**src/rtl/uart_cmd_parser_if.sv**
```systemverilog
// uart_cmd_parser_if: FIFO pop port and config-write port of the command parser.
interface uart_cmd_parser_if;
    logic [7:0]  fifo_dout;
    logic        fifo_empty;
    logic        fifo_rd_en;
    logic        cfg_ready;
    logic        cfg_wr_en;
    logic [7:0]  cfg_addr;
    logic [31:0] cfg_wdata;
    modport master (input fifo_dout, fifo_empty, cfg_ready, output fifo_rd_en, cfg_wr_en, cfg_addr, cfg_wdata);
    modport slave (output fifo_dout, fifo_empty, cfg_ready, input fifo_rd_en, cfg_wr_en, cfg_addr, cfg_wdata);
endinterface

```
**src/rtl/uart_cmd_parser.sv**
```systemverilog
// uart_cmd_parser: frames FIFO bytes into 7-byte XOR-checked packets and issues one config write per good packet.
module uart_cmd_parser #(
    parameter logic [7:0] SYNC_BYTE      = 8'hA5,
    parameter int         TIMEOUT_CYCLES = 20000,
    parameter int         CNT_W          = 8
) (
    input  logic             clk_50m,
    input  logic             reset_n,
    uart_cmd_parser_if.master bus,
    output logic [CNT_W-1:0] frame_ok_cnt,
    output logic [CNT_W-1:0] chk_err_cnt,
    output logic [CNT_W-1:0] tmo_err_cnt,
    output logic [CNT_W-1:0] sync_drop_cnt
);
    localparam int TW = $clog2(TIMEOUT_CYCLES + 1);
    localparam logic [1:0] S_REQ    = 2'd0;
    localparam logic [1:0] S_WAIT   = 2'd1;
    localparam logic [1:0] S_CAP    = 2'd2;
    localparam logic [1:0] S_COMMIT = 2'd3;

    logic [1:0]       state_q, state_d;
    logic [2:0]       idx_q, idx_d;
    logic [TW-1:0]    timer_q, timer_d;
    logic [7:0]       xor_q, xor_d, addr_q, addr_d, cfg_addr_q, cfg_addr_d;
    logic [31:0]      data_q, data_d, cfg_wdata_q, cfg_wdata_d;
    logic             rd_en_q, rd_en_d, wr_en_q, wr_en_d;
    logic [CNT_W-1:0] ok_q, ok_d, chk_q, chk_d, tmo_q, tmo_d, drop_q, drop_d;

    function automatic logic [CNT_W-1:0] sat(input logic [CNT_W-1:0] c);
        return (&c) ? c : c + CNT_W'(1);
    endfunction

    always_comb begin
        state_d     = state_q;
        idx_d       = idx_q;
        timer_d     = timer_q;
        xor_d       = xor_q;
        addr_d      = addr_q;
        data_d      = data_q;
        cfg_addr_d  = cfg_addr_q;
        cfg_wdata_d = cfg_wdata_q;
        rd_en_d     = 1'b0;
        wr_en_d     = 1'b0;
        ok_d        = ok_q;
        chk_d       = chk_q;
        tmo_d       = tmo_q;
        drop_d      = drop_q;
        case (state_q)
            S_REQ: begin
                // expiry takes priority over a byte arriving in the same cycle
                if (idx_q != 3'd0 && timer_q == TW'(TIMEOUT_CYCLES - 1)) begin
                    tmo_d   = sat(tmo_q);
                    idx_d   = 3'd0;
                    timer_d = '0;
                end else begin
                    timer_d = (idx_q != 3'd0) ? timer_q + TW'(1) : timer_q;
                    if (!bus.fifo_empty) begin
                        rd_en_d = 1'b1;
                        state_d = S_WAIT;
                    end
                end
            end
            S_WAIT: state_d = S_CAP;
            S_CAP: begin
                timer_d = '0;
                state_d = S_REQ;
                if (idx_q == 3'd0) begin
                    idx_d  = (bus.fifo_dout == SYNC_BYTE) ? 3'd1 : 3'd0;
                    drop_d = (bus.fifo_dout == SYNC_BYTE) ? drop_q : sat(drop_q);
                end else if (idx_q == 3'd1) begin
                    addr_d = bus.fifo_dout;
                    xor_d  = bus.fifo_dout;
                    idx_d  = 3'd2;
                end else if (idx_q < 3'd6) begin
                    data_d = {data_q[23:0], bus.fifo_dout};
                    xor_d  = xor_q ^ bus.fifo_dout;
                    idx_d  = idx_q + 3'd1;
                end else if (xor_q == bus.fifo_dout) begin
                    state_d = S_COMMIT;
                end else begin
                    chk_d = sat(chk_q);
                    idx_d = 3'd0;
                end
            end
            default: begin
                if (bus.cfg_ready) begin
                    wr_en_d     = 1'b1;
                    cfg_addr_d  = addr_q;
                    cfg_wdata_d = data_q;
                    ok_d        = sat(ok_q);
                    idx_d       = 3'd0;
                    state_d     = S_REQ;
                end
            end
        endcase
    end

    always_ff @(posedge clk_50m or negedge reset_n) begin
        if (!reset_n) begin
            state_q     <= S_REQ;
            idx_q       <= '0;
            timer_q     <= '0;
            xor_q       <= '0;
            addr_q      <= '0;
            data_q      <= '0;
            cfg_addr_q  <= '0;
            cfg_wdata_q <= '0;
            rd_en_q     <= 1'b0;
            wr_en_q     <= 1'b0;
            ok_q        <= '0;
            chk_q       <= '0;
            tmo_q       <= '0;
            drop_q      <= '0;
        end else begin
            state_q     <= state_d;
            idx_q       <= idx_d;
            timer_q     <= timer_d;
            xor_q       <= xor_d;
            addr_q      <= addr_d;
            data_q      <= data_d;
            cfg_addr_q  <= cfg_addr_d;
            cfg_wdata_q <= cfg_wdata_d;
            rd_en_q     <= rd_en_d;
            wr_en_q     <= wr_en_d;
            ok_q        <= ok_d;
            chk_q       <= chk_d;
            tmo_q       <= tmo_d;
            drop_q      <= drop_d;
        end
    end

    assign bus.fifo_rd_en = rd_en_q;
    assign bus.cfg_wr_en  = wr_en_q;
    assign bus.cfg_addr   = cfg_addr_q;
    assign bus.cfg_wdata  = cfg_wdata_q;
    assign frame_ok_cnt   = ok_q;
    assign chk_err_cnt    = chk_q;
    assign tmo_err_cnt    = tmo_q;
    assign sync_drop_cnt  = drop_q;
endmodule

```
**src/flat_wrapper.sv**
```systemverilog
// flat-port wrapper written by rule: the top's interface ports become plain ports
module uart_cmd_parser_flat 
#(
    parameter logic [7:0] SYNC_BYTE      = 8'hA5,
    parameter int         TIMEOUT_CYCLES = 20000,
    parameter int         CNT_W          = 8
)
  (clk_50m, reset_n, frame_ok_cnt, chk_err_cnt, tmo_err_cnt, sync_drop_cnt, bus_fifo_dout, bus_fifo_empty, bus_cfg_ready, bus_fifo_rd_en, bus_cfg_wr_en, bus_cfg_addr, bus_cfg_wdata);
  uart_cmd_parser_if bus_i ();
  input  logic clk_50m;
  input  logic reset_n;
  output logic [CNT_W-1:0] frame_ok_cnt;
  output logic [CNT_W-1:0] chk_err_cnt;
  output logic [CNT_W-1:0] tmo_err_cnt;
  output logic [CNT_W-1:0] sync_drop_cnt;
  input wire logic [$bits(bus_i.fifo_dout)-1:0] bus_fifo_dout;
  input wire logic [$bits(bus_i.fifo_empty)-1:0] bus_fifo_empty;
  input wire logic [$bits(bus_i.cfg_ready)-1:0] bus_cfg_ready;
  output wire logic [$bits(bus_i.fifo_rd_en)-1:0] bus_fifo_rd_en;
  output wire logic [$bits(bus_i.cfg_wr_en)-1:0] bus_cfg_wr_en;
  output wire logic [$bits(bus_i.cfg_addr)-1:0] bus_cfg_addr;
  output wire logic [$bits(bus_i.cfg_wdata)-1:0] bus_cfg_wdata;
  assign bus_i.fifo_dout = bus_fifo_dout;
  assign bus_i.fifo_empty = bus_fifo_empty;
  assign bus_i.cfg_ready = bus_cfg_ready;
  assign bus_fifo_rd_en = bus_i.fifo_rd_en;
  assign bus_cfg_wr_en = bus_i.cfg_wr_en;
  assign bus_cfg_addr = bus_i.cfg_addr;
  assign bus_cfg_wdata = bus_i.cfg_wdata;
  uart_cmd_parser #(.SYNC_BYTE(SYNC_BYTE), .TIMEOUT_CYCLES(TIMEOUT_CYCLES), .CNT_W(CNT_W)) u_core (.clk_50m(clk_50m), .reset_n(reset_n), .bus(bus_i), .frame_ok_cnt(frame_ok_cnt), .chk_err_cnt(chk_err_cnt), .tmo_err_cnt(tmo_err_cnt), .sync_drop_cnt(sync_drop_cnt));
endmodule
```
**config.mk**
```make
export PLATFORM = sky130hd
export DESIGN_NAME = uart_cmd_parser_flat
export DESIGN_NICKNAME = d
export VERILOG_FILES = /design/src/rtl/uart_cmd_parser_if.sv /design/src/rtl/uart_cmd_parser.sv /design/src/flat_wrapper.sv
export SDC_FILE = /design/constraint.sdc
export NUM_CORES = 1
export LEC_CHECK = 0
export ABC_AREA = 1
export ABC_CLOCK_PERIOD_IN_PS = 2800
export CAP_MARGIN = 40
export CORE_UTILIZATION = 35
export DETAILED_ROUTE_END_ITERATION = 8
export HOLD_SLACK_MARGIN = 0.06
export SYNTH_ARGS = -nofsm -noshare
export SYNTH_HDL_FRONTEND = slang
export SYNTH_SLANG_ARGS = --single-unit
```
**constraint.sdc**
```tcl
create_clock -name clk_50m -period 2.8 [get_ports clk_50m]
set_clock_uncertainty 0.2 [all_clocks]
set_input_delay 0.56 -clock clk_50m [delete_from_list [all_inputs] [get_ports clk_50m]]
set_output_delay 0.56 -clock clk_50m [all_outputs]
set_load 0.03 [all_outputs]
```
# Word-level counts from Yosys, hierarchy flattened
# Index checks and enable logic that the tools add are counted.
# totals
ff_bits	142
rom_bits	0
latchBits	0
output_inout_bits	74
in_bits	12
ramBits	0
memories	0
# op_classes
order_cmp	1
shift	0
n_reduce_logical	24
eq_ne	11
n_mux	26
mul	0
bitwise	12
n_div	0
addsub	6
# op_table
operator	n
adder 8 x 1 -> 8 bit (second input constant)	4
AND reduction 8 bit	4
2-to-1 mux 15 bit	2
one-hot mux 15 bit (2 select lines)	1
2-to-1 mux 3 bit	6
2-to-1 mux 8 bit	2
adder 15 x 1 -> 15 bit (second input constant)	1
equality test 15 bit (second input constant)	1
AND reduction 3 bit	5
2-to-1 mux 2 bit	7
AND reduction 4 bit	3
inverter 1 bit	11
one-hot mux 3 bit (3 select lines)	1
equality test 8 bit	1
equality test 8 bit (second input constant)	1
bitwise XOR 8 bit	1
2-to-1 mux 1 bit	6
one-hot mux 2 bit (3 select lines)	1
AND reduction 6 bit	1
nonzero test 3 bit	2
inequality test 5 x 2 -> 1 bit (second input constant)	1
inequality test 2 bit (second input constant)	2
AND reduction 2 bit	2
nonzero test 2 bit	2
12 further kinds	12

# Longest topological paths before layout
# depth
ltp_word	6
mapped_depth	12
depth_no_buf	11

# Least setup slack after synthesis
# Ideal clock, no wire load.
# synth_path
path_type	register -> register
start	register u_core.ok_q[1], in the netlist u_core.frame_ok_cnt[1]
end	register u_core.ok_q[3], in the netlist u_core.frame_ok_cnt[3]
stages_incl_launch_ff	8
arrival_ns	1.542
required_ns	2.463
n_path_buf	0
slack_ns	0.922
synth_period_minus_slack_ns	1.878
cell_sequence	dfrtp_1 ha_1 inv_1 nor2_1 nand3_1 o21ai_2 nor2_1 xor2_1
# synth_between
elab_chain_len	3
elab_cells_between_ends	4
cone_classes	add/sub (1); bitwise (1); reduce/logical (2)
# synth_lines
item	line	rtl
from (decl)	uart_cmd_parser.sv:27	logic [CNT_W-1:0] ok_q, ok_d, chk_q, chk_d, tmo_q, tmo_d, drop_q, drop_d;
from (signal assigned)	uart_cmd_parser.sv:125	ok_q <= ok_d;
branches (longest 3 deep; another with adder 8 x 1 -> 8 bit)	--	
# Several ways; the timed one is not identified.
# A chain may end at the register's enable or synchronous reset.

# Worst setup path after layout
# layout_path
start	register u_core.drop_q[2], in the netlist u_core.sync_drop_cnt[2]
end	output sync_drop_cnt[2]
# layout_lines
item	line	rtl
from (decl)	uart_cmd_parser.sv:27	
from (signal assigned)	uart_cmd_parser.sv:128	drop_q <= drop_d;
to (decl)	flat_wrapper.sv:15	output logic [CNT_W-1:0] sync_drop_cnt;
# No word-level cell between the ends.

==> flow_summary.html <==
<table>
<tr><th>Metric</th><th>Value</th></tr>
<tr><th colspan="2">Critical path</th></tr>
<tr><td>Combined buffer and inverter count along the critical path</td><td>1</td></tr>
<tr><td>Startpoint of the lowest-slack register-to-register path</td><td>u_core.state_q[0]</td></tr>
<tr><td>Worst Setup End Kind</td><td>output port</td></tr>
<tr><td>Slowest-stage cell, CP</td><td>sky130_fd_sc_hd__clkdlybuf4s50_1</td></tr>
<tr><td>Cell type group with the largest total delay on the critical path</td><td>buffers and inverters</td></tr>
<tr><td>R2r endpoint</td><td>u_core.timer_q[6]</td></tr>
<tr><td>Launching element type of the critical path</td><td>flop</td></tr>
<tr><td>Worst reg-to-reg setup slack</td><td>0.46 ns</td></tr>
<tr><td>Largest driver fanout on the critical path</td><td>8</td></tr>
<tr><td>Category of the critical setup timing path</td><td>flop to output port</td></tr>
<tr><td>Crit path largest cell delay</td><td>0.72 ns</td></tr>
<tr><td>Arrival time worst endpoint</td><td>1.63 ns</td></tr>
<tr><td>Sequence of cells on the critical path</td><td>clkdlybuf4s50_1</td></tr>
<tr><td>Depth of the worst register-to-register path</td><td>9</td></tr>
<tr><td>Data required time at the worst endpoint</td><td>2.04 ns</td></tr>
<tr><th colspan="2">Routing</th></tr>
<tr><td>DR WL met3</td><td>701 µm</td></tr>
<tr><td>DRT Pass-1 Iters</td><td>7</td></tr>
<tr><td>Metal2 WL</td><td>6150 µm</td></tr>
<tr><td>ANT nets after route</td><td>0</td></tr>
<tr><td>Met1 Wirelength</td><td>6720 µm</td></tr>
<tr><td>Highest metal layer with signal wires</td><td>met4</td></tr>
<tr><td>Vias</td><td>5012</td></tr>
<tr><td>Vias per cell</td><td>4.62</td></tr>
<tr><td>Detailed-route DRC error count</td><td>16</td></tr>
<tr><td>Number of DRC markers in iteration 0</td><td>212</td></tr>
<tr><td>Routed wire per std cell</td><td>12.7 µm</td></tr>
<tr><td>Wire length after detailed routing</td><td>13800 µm</td></tr>
<tr><th colspan="2">Cells and area</th></tr>
<tr><td>Number of nets in the layout</td><td>867</td></tr>
<tr><td>Most frequent cells in the layout</td><td>248 x sky130_fd_sc_hd__nand2_1, 142 x sky130_fd_sc_hd__dfrtp_1, 84 x sky130_fd_sc_hd__clkdlybuf4s50_1</td></tr>
<tr><td>Leading cell type in the layout, fill and taps excluded</td><td>sky130_fd_sc_hd__nand2_1</td></tr>
<tr><td>Fill count</td><td>1780</td></tr>
<tr><td>Post-Layout Inst Area</td><td>8330 µm²</td></tr>
<tr><td>Inserted Diodes</td><td>0</td></tr>
<tr><td>Area grow syn2layout</td><td>27.7%</td></tr>
<tr><td>Final cell count without fillers</td><td>1084</td></tr>
<tr><td>Final standard cell utilization of the core</td><td>0.459</td></tr>
<tr><td>Proportion of layout cells with a drive suffix above 1</td><td>0.0865</td></tr>
<tr><th colspan="2">Hold path</th></tr>
<tr><td>Sink of the worst hold path</td><td>u_core.bus.cfg_wdata[25]</td></tr>
<tr><td>Tightest Hold Check Type</td><td>flop to flop</td></tr>
<tr><td>Worst Hold Path Cells</td><td>2</td></tr>
<tr><td>Hold path startpoint</td><td>u_core.data_q[25]</td></tr>
<tr><th colspan="2">CTS</th></tr>
<tr><td>Setup Fix Bufs, Post-CTS</td><td>0</td></tr>
<tr><td>Number of buffers created by CTS</td><td>17</td></tr>
<tr><td>Num Clock Sinks</td><td>142</td></tr>
<tr><td>Clock Root Buffer</td><td>sky130_fd_sc_hd__clkbuf_16</td></tr>
<tr><td>PostCTS Resize Cnt</td><td>0</td></tr>
<tr><td>Skew-Pair Late Insertion Delay</td><td>0.42 ns</td></tr>
<tr><td>Clock tree from TritonCTS</td><td>built</td></tr>
<tr><td>Register clock-pin slew on the reported worst setup and hold paths</td><td>0.06 ns</td></tr>
<tr><td>Clock Path Buffers</td><td>2</td></tr>
<tr><td>Depth of the CTS H-tree</td><td>4</td></tr>
<tr><th colspan="2">Timing</th></tr>
<tr><td>Count of endpoints failing hold in the final timing report</td><td>0</td></tr>
<tr><td>Setup tns final</td><td>0 ns</td></tr>
<tr><td>Final worst hold slack</td><td>0.274 ns</td></tr>
<tr><td>Worst Tran Pin Value</td><td>0.638 ns</td></tr>
<tr><td>Worst-case headroom to the max-slew limit</td><td>0.573</td></tr>
<tr><td>Final Max Tran Viols</td><td>0</td></tr>
<tr><td>Setup repair after global routing missed its margin</td><td>false</td></tr>
<tr><td>Final critical delay including setup and external delays</td><td>2.39 ns</td></tr>
<tr><td>Maximum achievable frequency</td><td>418 MHz</td></tr>
<tr><td>Final setup violation count</td><td>0</td></tr>
<tr><td>Fraction of the cycle the final worst path needs</td><td>0.853</td></tr>
<tr><th colspan="2">Global routing</th></tr>
<tr><td>Pin count of the biggest net entering global routing</td><td>59</td></tr>
<tr><td>Antenna violations before repair</td><td>0</td></tr>
<tr><td>Overall Global Routing Usage</td><td>0.155</td></tr>
<tr><td>Via count of the first global-routing pass</td><td>4694</td></tr>
<tr><td>Total global routing overflow</td><td>0</td></tr>
<tr><td>First-pass GRT wire length</td><td>23700 µm</td></tr>
<tr><th colspan="2">Logic synthesis</th></tr>
<tr><td>Post-synthesis sequential element count</td><td>142</td></tr>
<tr><td>Most instantiated flip-flop cell in the synthesis netlist</td><td>sky130_fd_sc_hd__dfrtp_1</td></tr>
<tr><td>Async set or reset register ratio after synthesis</td><td>1.00</td></tr>
<tr><td>Syn avg cell area</td><td>8.74 µm²</td></tr>
<tr><td>Cells after synthesis</td><td>747</td></tr>
<tr><td>EDFF count, synth</td><td>0</td></tr>
<tr><td>Number of warnings issued by yosys</td><td>0</td></tr>
<tr><td>Sequential cell area fraction in the yosys report</td><td>0.544</td></tr>
<tr><td>Synthesized net count</td><td>772</td></tr>
<tr><td>Number of distinct library cells after synthesis</td><td>37</td></tr>
<tr><td>Post-Syn Area</td><td>6530 µm²</td></tr>
<tr><th colspan="2">Floorplanning</th></tr>
<tr><td>Initial core utilization</td><td>0.360</td></tr>
<tr><td>Floorplan row count</td><td>49</td></tr>
<tr><td>Total core area</td><td>18100 µm²</td></tr>
<tr><td>Die boundary height</td><td>139 µm</td></tr>
<tr><td>Boundary Pins</td><td>86</td></tr>
<tr><td>Horizontal extent of the die</td><td>139 µm</td></tr>
<tr><td>Area of the die</td><td>19200 µm²</td></tr>
<tr><th colspan="2">Place</th></tr>
<tr><td>Total half-perimeter wirelength after legalization and detailed placement</td><td>9560 µm</td></tr>
<tr><td>Port bufs</td><td>85</td></tr>
<tr><td>DP Area</td><td>7670 µm²</td></tr>
<tr><td># placed instances</td><td>1051</td></tr>
<tr><td>Final RePlAce weighted congestion</td><td>0.831</td></tr>
<tr><th colspan="2">Outcome</th></tr>
<tr><td>Status</td><td>finished, violations left</td></tr>
<tr><td>Violated checks</td><td>DRC</td></tr>
<tr><th colspan="2">Pwr</th></tr>
<tr><td>Int Pwr</td><td>4580 µW</td></tr>
<tr><td>Part of the total power dissipated in the clock network</td><td>0.369</td></tr>
<tr><td>Proportion of power drawn by flip-flops and latches</td><td>0.377</td></tr>
<tr><td>Part of the power in combinational logic</td><td>0.254</td></tr>
<tr><td>IR drop worst, VDD</td><td>0.000471 V</td></tr>
<tr><td>Leakage power</td><td>0.00394 µW</td></tr>
<tr><td>Pwr per Cell Area</td><td>819 nW/µm²</td></tr>
<tr><td>Switching Share</td><td>0.329</td></tr>
<tr><td>NetSw</td><td>2250 µW</td></tr>
<tr><th colspan="2">Flow run</th></tr>
<tr><td># Max-Cap Violations</td><td>0</td></tr>
</table>
[synthesized netlist by cell type, types with 2 or more instances]
master	instances	share of area
sky130_fd_sc_hd__mux2_2	6	0.010
sky130_fd_sc_hd__clkbuf_1	9	0.0052
sky130_fd_sc_hd__buf_4	3	0.0035
sky130_fd_sc_hd__nor3_1	7	0.0054
sky130_fd_sc_hd__dfrtp_1	142	0.54
sky130_fd_sc_hd__nor2_1	36	0.021
sky130_fd_sc_hd__buf_2	6	0.0046
sky130_fd_sc_hd__nand2_1	249	0.14
sky130_fd_sc_hd__o21ai_1	5	0.0038
sky130_fd_sc_hd__nand3b_1	2	0.0023
sky130_fd_sc_hd__o21ai_0	72	0.055
sky130_fd_sc_hd__xor2_1	25	0.034
sky130_fd_sc_hd__inv_1	70	0.040
sky130_fd_sc_hd__inv_4	2	0.0019
sky130_fd_sc_hd__xnor2_1	16	0.021
sky130_fd_sc_hd__nand3_1	38	0.029
sky130_fd_sc_hd__ha_1	13	0.025
sky130_fd_sc_hd__o21ai_2	2	0.0027
sky130_fd_sc_hd__nand2_4	2	0.0035
sky130_fd_sc_hd__nand4_1	10	0.0096
sky130_fd_sc_hd__nand2_2	6	0.0058
sky130_fd_sc_hd__a21oi_1	4	0.0031
sky130_fd_sc_hd__nor2_2	4	0.0038
sky130_fd_sc_hd__inv_2	4	0.0023
sky130_fd_sc_hd__a31oi_1	2	0.0019
[metal layers]
| layer | up-vias | track usage |
|---|---|---|
| li1 | 2549 | - |
| met2 | 99 | 0.232 |
| met5 | - | 0 |
| met3 | 12 | 0.0490 |
| met1 | 2352 | 0.213 |
| met4 | 0 | 0.0473 |
[how the worst max path moves through the flow]
stage | slack, ns | to | cells after the start | startpoint
final | 0.41 | sync_drop_cnt[2] | 1 | u_core.sync_drop_cnt[2]
after global routing | 0.21 | u_core.timer_q[6] | 9 | u_core.state_q[0]
after CTS | 0.40 | sync_drop_cnt[2] | 1 | u_core.sync_drop_cnt[2]
after detailed placement | 0.06 | u_core.sync_drop_cnt[2] | 8 | bus_fifo_dout[1]
after global placement | 0.07 | u_core.sync_drop_cnt[2] | 8 | bus_fifo_dout[1]
after floorplan | 0.92 | u_core.frame_ok_cnt[3] | 7 | u_core.frame_ok_cnt[1]
[per-stage QoR]
step | worst slack, ns | total power [µW]
after CTS | 0.396 | 6920
after global routing | 0.212 | 7210
after detailed placement | 0.0609 | 4360
final | 0.410 | 6830
after global placement | 0.0712 | 4340
after floorplan | 0.922 | 3670
[layout make-up]
type,instances,area (µm²),share of cell area
flip-flops and latches,142,3550,0.426
multi-input cells,509,2590,0.311
repair buffers,95,955,0.115
clock buffers,18,429,0.0515
inverters,77,294,0.0353
well taps,229,287,0.0344
clock inverters,14,228,0.0273
[worst register-to-register path, stage by stage (launching register included)]
cell and delay, ns:
sky130_fd_sc_hd__dfrtp_1 0.44, sky130_fd_sc_hd__inv_1 0.13, sky130_fd_sc_hd__ha_1 0.36, sky130_fd_sc_hd__inv_2 0.14, sky130_fd_sc_hd__nand2_2 0.10, sky130_fd_sc_hd__nand2_2 0.14, sky130_fd_sc_hd__inv_1 0.30, sky130_fd_sc_hd__nand2_1 0.23
sky130_fd_sc_hd__o21ai_0 0.13, sky130_fd_sc_hd__a21oi_1 0.06
[power groups by stage]
stage	Clock [µW]	Combinational [µW]	Sequential (µW)
floorplan	0	715	2950
global placement	0	1740	2610
detailed placement	0	1750	2610
CTS	2590	1760	2570
global route	2680	1910	2620
finish	2520	1730	2570
[sequential cells by signal, summed over array words and instances, names as in the netlist]
name                   cells
u_core.xor_q               8
u_core.state_q             2
u_core.chk_err_cnt         8
u_core.tmo_err_cnt         8
u_core.sync_drop_cnt       8
u_core.timer_q            15
u_core.bus.cfg_wdata      32
u_core.data_q             32
u_core.frame_ok_cnt        8
u_core.bus.fifo_rd_en      1
u_core.bus.cfg_wr_en       1
u_core.idx_q               3
u_core.bus.cfg_addr        8
u_core.addr_q              8
[what timing repair did]
action / CTS / global route
setup endpoints to repair: 0 / 0
endpoints found under the hold margin: 55 / 0
hold buffers: 1 / 0
[cell families after synthesis]
family / count (synthesis) / share of synthesized area
AO/OA/AOI/OAI: 91 / 0.0750
multiplexers: 6 / 0.0104
AND/OR/NAND/NOR: 357 / 0.228
buffers and inverters: 96 / 0.0600
adder cells (fa/ha/maj): 13 / 0.0249
flip-flops: 142 / 0.544
XOR/XNOR: 42 / 0.0575
(Power assumes the default switching activity.)
